## src/rtl/seg_pkg.sv

```systemverilog
// -----------------------------------------------------------------------------
// seg_pkg
// Shared constants for the multiplexed seven-segment scan controller.
//   - GLY_*  : 5-bit glyph codes accepted on glyph_in
//   - SEG_*  : 7-bit segment patterns, bit order {a,b,c,d,e,f,g} (a = MSB)
// Codes 15 and 17..31 are blank. Code 16 lights segment g only.
// -----------------------------------------------------------------------------
package seg_pkg;

   localparam logic [4:0] GLY_0    = 5'd0;
   localparam logic [4:0] GLY_1    = 5'd1;
   localparam logic [4:0] GLY_2    = 5'd2;
   localparam logic [4:0] GLY_3    = 5'd3;
   localparam logic [4:0] GLY_4    = 5'd4;
   localparam logic [4:0] GLY_5    = 5'd5;
   localparam logic [4:0] GLY_6    = 5'd6;
   localparam logic [4:0] GLY_7    = 5'd7;
   localparam logic [4:0] GLY_8    = 5'd8;
   localparam logic [4:0] GLY_9    = 5'd9;
   localparam logic [4:0] GLY_S    = 5'd10;
   localparam logic [4:0] GLY_E    = 5'd11;
   localparam logic [4:0] GLY_L    = 5'd12;
   localparam logic [4:0] GLY_C    = 5'd13;
   localparam logic [4:0] GLY_T    = 5'd14;
   localparam logic [4:0] GLY_OFF  = 5'd15;
   localparam logic [4:0] GLY_DASH = 5'd16;

   //                                    abcdefg
   localparam logic [6:0] SEG_0     = 7'b1111110;
   localparam logic [6:0] SEG_1     = 7'b0110000;
   localparam logic [6:0] SEG_2     = 7'b1101101;
   localparam logic [6:0] SEG_3     = 7'b1111001;
   localparam logic [6:0] SEG_4     = 7'b0110011;
   localparam logic [6:0] SEG_5     = 7'b1011011;
   localparam logic [6:0] SEG_6     = 7'b1011111;
   localparam logic [6:0] SEG_7     = 7'b1110000;
   localparam logic [6:0] SEG_8     = 7'b1111111;
   localparam logic [6:0] SEG_9     = 7'b1111011;
   localparam logic [6:0] SEG_S     = 7'b1011011;
   localparam logic [6:0] SEG_E     = 7'b1001111;
   localparam logic [6:0] SEG_L     = 7'b0001110;
   localparam logic [6:0] SEG_C     = 7'b1001110;
   localparam logic [6:0] SEG_T     = 7'b0001111;
   localparam logic [6:0] SEG_DASH  = 7'b0000001;
   localparam logic [6:0] SEG_BLANK = 7'b0000000;

endpackage

```

## src/rtl/seg_scan_ctrl_glyph_dec.sv

```systemverilog
// -----------------------------------------------------------------------------
// seg_glyph_dec
// Purely combinational glyph-code to segment-pattern lookup.
// Ports:
//   i_glyph [4:0] : glyph code (see seg_pkg GLY_*)
//   o_seg   [6:0] : segments {a..g}, active-high
// -----------------------------------------------------------------------------
module seg_glyph_dec
   import seg_pkg::*;
(
   input  logic [4:0] i_glyph,
   output logic [6:0] o_seg
);

   always_comb begin
      o_seg = SEG_BLANK;
      case (i_glyph)
         GLY_0:    o_seg = SEG_0;
         GLY_1:    o_seg = SEG_1;
         GLY_2:    o_seg = SEG_2;
         GLY_3:    o_seg = SEG_3;
         GLY_4:    o_seg = SEG_4;
         GLY_5:    o_seg = SEG_5;
         GLY_6:    o_seg = SEG_6;
         GLY_7:    o_seg = SEG_7;
         GLY_8:    o_seg = SEG_8;
         GLY_9:    o_seg = SEG_9;
         GLY_S:    o_seg = SEG_S;
         GLY_E:    o_seg = SEG_E;
         GLY_L:    o_seg = SEG_L;
         GLY_C:    o_seg = SEG_C;
         GLY_T:    o_seg = SEG_T;
         GLY_DASH: o_seg = SEG_DASH;
         // GLY_OFF and the unused codes 17..31 stay blank
         default:  o_seg = SEG_BLANK;
      endcase
   end

endmodule

```

## src/rtl/seg_scan_ctrl.sv

```systemverilog
// -----------------------------------------------------------------------------
// seg_scan_ctrl
// Time-multiplexed seven-segment scan controller. N_BANKS segment banks share
// one one-hot digit-select bus. Each digit slot lasts SCAN_DIV clocks, the
// first DEAD_CYC of which are blanked to avoid ghosting. New display content
// is taken only at the frame boundary (last cycle of the last digit), so a
// frame is never torn.
//
// Optional feature macro: SEG_BLINK_EN
//   defined   : per-digit blink; phase toggles every BLINK_DIV frames and
//               blinking digits go dark while the phase is 0.
//   undefined : blink_in is ignored; no blink state is built.
//
// Ports:
//   clk_sys     in   system clock
//   rst         in   asynchronous active-high reset
//   glyph_in    in   N_BANKS*N_DIGITS*5, bank b digit d at [(b*N_DIGITS+d)*5 +: 5]
//   dp_in       in   N_BANKS*N_DIGITS decimal points, same index order
//   blink_in    in   N_BANKS*N_DIGITS blink enables, same index order
//   upd_valid   in   new content offered (held until upd_ready)
//   upd_ready   out  frame-boundary accept strobe
//   seg         out  N_BANKS*7 segments {a..g}, bank b at [b*7 +: 7]
//   dp          out  N_BANKS decimal points
//   mux         out  N_DIGITS one-hot digit select, zero while blanking
//   frame_tick  out  one-cycle pulse on the frame boundary
// -----------------------------------------------------------------------------
module seg_scan_ctrl
   import seg_pkg::*;
#(
   parameter int N_DIGITS  = 4,
   parameter int N_BANKS   = 2,
   parameter int SCAN_DIV  = 50000,
   parameter int DEAD_CYC  = 16,
   parameter int BLINK_DIV = 64
)(
   input  logic                            clk_sys,
   input  logic                            rst,
   input  logic [N_BANKS*N_DIGITS*5-1:0]   glyph_in,
   input  logic [N_BANKS*N_DIGITS-1:0]     dp_in,
   input  logic [N_BANKS*N_DIGITS-1:0]     blink_in,
   input  logic                            upd_valid,
   output logic                            upd_ready,
   output logic [N_BANKS*7-1:0]            seg,
   output logic [N_BANKS-1:0]              dp,
   output logic [N_DIGITS-1:0]             mux,
   output logic                            frame_tick
);

   localparam int CW = $clog2(SCAN_DIV);
   localparam int IW = $clog2(N_DIGITS);
   localparam logic [CW-1:0]       CNT_LAST = CW'(SCAN_DIV - 1);
   localparam logic [CW-1:0]       CNT_DEAD = CW'(DEAD_CYC);
   localparam logic [IW-1:0]       IDX_LAST = IW'(N_DIGITS - 1);
   localparam logic [N_DIGITS-1:0] SEL_D0   = {{(N_DIGITS-1){1'b0}}, 1'b1};

   logic [CW-1:0]       r_cnt;
   logic [IW-1:0]       r_idx;
   logic [N_DIGITS-1:0] r_mux;
   logic [CW-1:0]       w_cnt_next;
   logic [IW-1:0]       w_idx_next;
   logic [N_DIGITS-1:0] w_mux_next;
   logic                w_boundary;
   logic                w_lit_slot;
   logic                w_load;

   // Shadow copy of the displayed content, one element per bank/digit
   logic [4:0] w_sh_glyph [N_BANKS][N_DIGITS];
   logic       w_sh_dp    [N_BANKS][N_DIGITS];

   // ---------------------------------------------------------------------
   // Scan timing. Output registers are loaded from the *next* counter
   // state so seg/dp/mux line up exactly with r_cnt/r_idx.
   // ---------------------------------------------------------------------
   always_comb begin
      w_boundary = (r_cnt == CNT_LAST) && (r_idx == IDX_LAST);
      w_cnt_next = r_cnt + 1'b1;
      w_idx_next = r_idx;
      if (r_cnt == CNT_LAST) begin
         w_cnt_next = '0;
         w_idx_next = (r_idx == IDX_LAST) ? '0 : r_idx + 1'b1;
      end
      w_lit_slot = (w_cnt_next >= CNT_DEAD);
      w_mux_next = w_lit_slot ? (SEL_D0 << w_idx_next) : '0;
      w_load     = upd_valid && w_boundary;
   end

   always_ff @(posedge clk_sys or posedge rst) begin
      if (rst) begin
         r_cnt <= '0;
         r_idx <= '0;
         r_mux <= '0;
      end else begin
         r_cnt <= w_cnt_next;
         r_idx <= w_idx_next;
         r_mux <= w_mux_next;
      end
   end

   assign mux        = r_mux;
   assign upd_ready  = w_boundary;
   assign frame_tick = w_boundary;

   // ---------------------------------------------------------------------
   // Blink phase: starts lit, toggles after every BLINK_DIV boundaries
   // ---------------------------------------------------------------------
`ifdef SEG_BLINK_EN
   localparam int BW = $clog2(BLINK_DIV + 1);
   localparam logic [BW-1:0] BLINK_LAST = BW'(BLINK_DIV - 1);

   logic          r_blink_phase;
   logic [BW-1:0] r_blink_cnt;
   logic          w_sh_blink [N_BANKS][N_DIGITS];

   always_ff @(posedge clk_sys or posedge rst) begin
      if (rst) begin
         r_blink_phase <= 1'b1;
         r_blink_cnt   <= '0;
      end else if (w_boundary) begin
         if (r_blink_cnt == BLINK_LAST) begin
            r_blink_cnt   <= '0;
            r_blink_phase <= ~r_blink_phase;
         end else begin
            r_blink_cnt <= r_blink_cnt + 1'b1;
         end
      end
   end
`else
   localparam int unused_blink_div = BLINK_DIV;
   logic w_unused_blink;
   assign w_unused_blink = ^blink_in;
`endif

   // ---------------------------------------------------------------------
   // Shadow registers, loaded only on an accepted handshake
   // ---------------------------------------------------------------------
   generate
      for (genvar gi = 0; gi < N_BANKS; gi++) begin : g_bank_sh
         for (genvar gd = 0; gd < N_DIGITS; gd++) begin : g_digit_sh
            localparam int FLAT = gi * N_DIGITS + gd;
            logic [4:0] r_glyph;
            logic       r_dp;

            always_ff @(posedge clk_sys or posedge rst) begin
               if (rst) begin
                  r_glyph <= GLY_OFF;
                  r_dp    <= 1'b0;
               end else if (w_load) begin
                  r_glyph <= glyph_in[FLAT*5 +: 5];
                  r_dp    <= dp_in[FLAT];
               end
            end

            assign w_sh_glyph[gi][gd] = r_glyph;
            assign w_sh_dp[gi][gd]    = r_dp;

`ifdef SEG_BLINK_EN
            logic r_blink;
            always_ff @(posedge clk_sys or posedge rst) begin
               if (rst) begin
                  r_blink <= 1'b0;
               end else if (w_load) begin
                  r_blink <= blink_in[FLAT];
               end
            end
            assign w_sh_blink[gi][gd] = r_blink;
`endif
         end
      end
   endgenerate

   // ---------------------------------------------------------------------
   // Per-bank decode and output registers
   // ---------------------------------------------------------------------
   generate
      for (genvar gi = 0; gi < N_BANKS; gi++) begin : g_bank_out
         logic [4:0] w_cur_glyph;
         logic [6:0] w_dec;
         logic       w_show;
         logic [6:0] r_seg;
         logic       r_dp;

         assign w_cur_glyph = w_sh_glyph[gi][w_idx_next];

         seg_glyph_dec u_dec (
            .i_glyph (w_cur_glyph),
            .o_seg   (w_dec)
         );

`ifdef SEG_BLINK_EN
         // Blinking digits stay scanned (mux still selects them) but dark
         assign w_show = w_lit_slot && (r_blink_phase || !w_sh_blink[gi][w_idx_next]);
`else
         assign w_show = w_lit_slot;
`endif

         always_ff @(posedge clk_sys or posedge rst) begin
            if (rst) begin
               r_seg <= '0;
               r_dp  <= 1'b0;
            end else begin
               r_seg <= w_show ? w_dec : 7'b0;
               r_dp  <= w_show && w_sh_dp[gi][w_idx_next];
            end
         end

         assign seg[gi*7 +: 7] = r_seg;
         assign dp[gi]         = r_dp;
      end
   endgenerate

endmodule

```

## config.mk

```make
export PLATFORM = sky130hd
export DESIGN_NAME = seg_scan_ctrl
export DESIGN_NICKNAME = d
export VERILOG_FILES = /design/src/rtl/seg_pkg.sv /design/src/rtl/seg_scan_ctrl_glyph_dec.sv /design/src/rtl/seg_scan_ctrl.sv
export SDC_FILE = /design/constraint.sdc
export NUM_CORES = 1
export LEC_CHECK = 0
export BUFFER_PORTS_ARGS = -buffer_cell sky130_fd_sc_hd__buf_2
export CAP_MARGIN = 20
export CORE_ASPECT_RATIO = 1.25
export CORE_UTILIZATION = 55
export DETAILED_ROUTE_END_ITERATION = 10
export PLACE_DENSITY_LB_ADDON = 0.2
export SYNTH_ARGS = -nofsm -noshare
export SYNTH_HDL_FRONTEND = slang
export SYNTH_SLANG_ARGS = --single-unit
```

## constraint.sdc

```tcl
create_clock -name clk_sys -period 6.1 [get_ports clk_sys]
set_clock_uncertainty 0.15 [all_clocks]
set_input_delay 0.61 -clock clk_sys [delete_from_list [all_inputs] [get_ports clk_sys]]
set_output_delay 0.61 -clock clk_sys [all_outputs]
set_load 0.01 [all_outputs]
```

==> summary.txt <==
Die
  – Num rows: 36
  – Initial Util: 56.8%
  – Chip Height: 103 um
  – Die Area: 0.00846 sq mm
  – Core area: 0.00784 sq mm
  – Total I/O pin count: 81
  – Die outline width: 82.5 um

Timing
  – Max Freq: 0.251 GHz
  – Final Cycle Share: 65.4%
  – Final Hold Viols: 0
  – Worst hold slack: 0.0585 ns
  – Setup violations, final: 0
  – Worst slew pin tran: 0.840 ns
  – Unrepaired setup endpoints after global routing: no
  – Min Tclk post-route: 3.99 ns
  – Fin. max-slew vios: 0
  – TNS Setup: 0 ns
  – Relative slew slack: 44.0%

Cells and area
  – Most frequent cells in the layout: buf_2 (72), mux2_2 (54), dfrtp_1 (54), dfstp_2 (32), mux2i_1 (24)
  – Layout cells sized above 1: 42.4%
  – Final nets: 513
  – Util after Layout: 64.5%
  – Diode count: 0
  – Area Growth Syn to Fin: 13.7%
  – Commonest non-fill, non-tap cell in the layout: buf_2

Clock network
  – Setup Buffers After CTS: 0
  – Clock Path Buffers: 2
  – Post-CTS Hold Buffers: 0
  – Reg clk slew, reported paths: 0.08 ns
  – Post-CTS Resized: 0
  – Num CTS Buffers: 9
  – Worst-Skew Late Latency: 0.36 ns
  – CTS tree: built
  – Clock tree sinks: 86
  – CTS root buf: clkbuf_8
  – H-tree Lvls: 3

Routing
  – WL met1: 3880 um
  – Met3 WL post-DR: 353 um
  – Routed WL per cell: 16.8 um
  – Drt pass-1 iters: 4
  – Antenna Nets Post-Route: 0
  – DRC: 0
  – Vias: 3101
  – Top routing layer in use: met4
  – Routed WL: 9090 um
  – Via density: 5.73
  – Routed met2 length: 4600 um
  – Starting DRC count in detailed routing: 155

Synthesis
  – Post-synthesis instance total: 373
  – Syn Nets: 445
  – YS warnings: 0
  – Synth Area per Inst: 11.9 sq um
  – Seq cells post-synth: 86
  – Synth unique cells: 53
  – Post-Syn Area: 0.00445 sq mm
  – Seq/Total Area, Yosys: 49.3%

Status
  – Status: complete, no violations

GRT
  – First-pass GRT wire length: 14900 um
  – Vias in the first global route: 3126
  – Total track usage: 24.1%
  – Initial antenna violation count: 0
  – Gr ovfl total: 0
  – Largest net degree at the start of global routing: 87

Power and ir drop
  – Power density over cell area: 188 mW/mm^2
  – Leak: 0.00244 uW
  – Max VDD drop: 0.000144 V

Critical path
  – Reg2reg start: r_cnt[0]
  – Crit Path Max Fanout: 22
  – Crit. End Element: flip-flop
  – Worst r2r path cells: 11
  – WP data arrival: 4.12 ns
  – Setup CP Type: flip-flop to flip-flop
  – WP data required: 6.22 ns
  – Critical path startpoint category: flip-flop
  – R2r setup slk: 2.11 ns
  – Crit Reg-Reg Endpoint: g_bank_out[1].r_seg[2]

Placed design
  – Placer Congestion: 0.889
  – DP HPWL: 6530 um
  – # port buffers: 72

Min path
  – HP Class: input port to async pin

Run
  – Max-cap violations: 0
-- critical path: stages, from the launching register on --
cell and delay [ns]:
dfrtp_1 0.41, ha_1 0.30, nand4b_1 0.26, or4_1 0.59
mux2_4 0.45, inv_2 0.28, mux2i_1 0.13, a22oi_1 0.43
inv_1 0.16, ha_1 0.35, mux2_2 0.28, o22ai_1 0.12
-- cell usage after synthesis (all sizes together) --
library cell	n	share of area (%)
mux2	57	15
dfrtp	54	30
dfstp	32	19
mux2i	27	6.4
nand2	19	1.6
nand3	14	1.6
ha	13	3.7
inv	13	1.1
clkbuf	11	0.93
nor2	11	0.93
a211oi	9	1.5
a21oi	9	1.0
buf	9	1.4
nor3	9	1.0
o21ai	8	0.90
xor2	8	1.6
and3	7	0.98
xnor2	6	1.2
a21o	5	0.84
nor2b	5	0.70
nor4	4	0.56
a41oi	3	0.59
and2	3	0.42
nand4	3	0.42
o211ai	3	0.51
a2111oi	2	0.67
a22oi	2	0.34
a31oi	2	0.28
a32o	2	0.45
and4	2	0.45
nand4b	2	0.39
o2111a	2	0.51
o22ai	2	0.28
or3	2	0.28
or4	2	0.34
or4b	2	0.45
a2111o	1	0.25
a221oi	1	0.20
a22o	1	0.20
a311oi	1	0.20
nand2b	1	0.14
nor4b	1	0.20
o2111ai	1	0.20
or2b	1	0.17
or3b	1	0.20
-- routing by layer --
metal / global-route usage, % / vias to the layer above
met5: 0 / -
met2: 39.5 / 75
met4: 13.5 / 0
li1: - / 1493
met3: 3.89 / 19
met1: 30.1 / 1514
-- power by group --
part	switching, uW	leakage (uW)	internal, uW
clock network	194	0.0000842	155
logic	15.3	0.00135	13.7
registers	0	0.00100	571
-- how the worst max path moves through the flow --
stage | from | endpoint | slack, ns | cells after the start
floorplan | r_cnt[5] | g_bank_out[0].r_seg[0] | 2.60 | 11
global placement | r_cnt[0] | g_bank_out[1].r_seg[2] | 2.13 | 11
detailed placement | r_cnt[0] | g_bank_out[1].r_seg[2] | 2.14 | 11
CTS | r_cnt[0] | g_bank_out[1].r_seg[2] | 2.11 | 11
global route | r_cnt[0] | g_bank_out[1].r_seg[0] | 1.86 | 12
finish | r_cnt[0] | g_bank_out[1].r_seg[2] | 2.11 | 11
-- flip-flops by register name (all words and copies together), names as in the netlist --
name                          cells
g_bank_out.r_seg                 14
g_bank_sh.g_digit_sh.r_dp         8
mux                               4
g_bank_out.r_dp                   2
r_idx                             2
r_cnt                            16
g_bank_sh.g_digit_sh.r_glyph     40
-- logic make-up (layout without fill, tap and decap cells) --
group                      Yosys count  after routing  share of synthesized area [%]
buffers and inverters               33            106                           3.46
and+or+nand+nor                     89             89                           10.8
xor gates and xnor gates            14             14                           2.76
muxes                               84             84                           21.1
AOI/OAI and AO/OA                   54             54                           8.94
DFF                                 86             86                           49.3
adders and majority gates           13             13                           3.65
-- through the flow --
step | total power [uW] | cell area [sq um] | worst slack (ns) | cells
floorplan | 590 | 4450 | 2.60 | 373
global placement | 608 | 4860 | 2.13 | 524
detailed placement | 609 | 4860 | 2.14 | 524
CTS | 959 | 5030 | 2.11 | 540
global route | 983 | 5060 | 1.86 | 541
finish | 949 | 5060 | 2.11 | 541
-- cell type report --
cell class                      instances  area [sq um]
Sequential cell                        86          2190
Multi-Input combinational cell        254          2110
Clock buffer                           11           141
Timing Repair Buffer                   77           418
Clock inverter                          5          25.0
Fill cell                             637          2780
Inverter                               13          50.0
Tap cell                               95           119
Note: power is estimated with default switching activity, not from simulation.
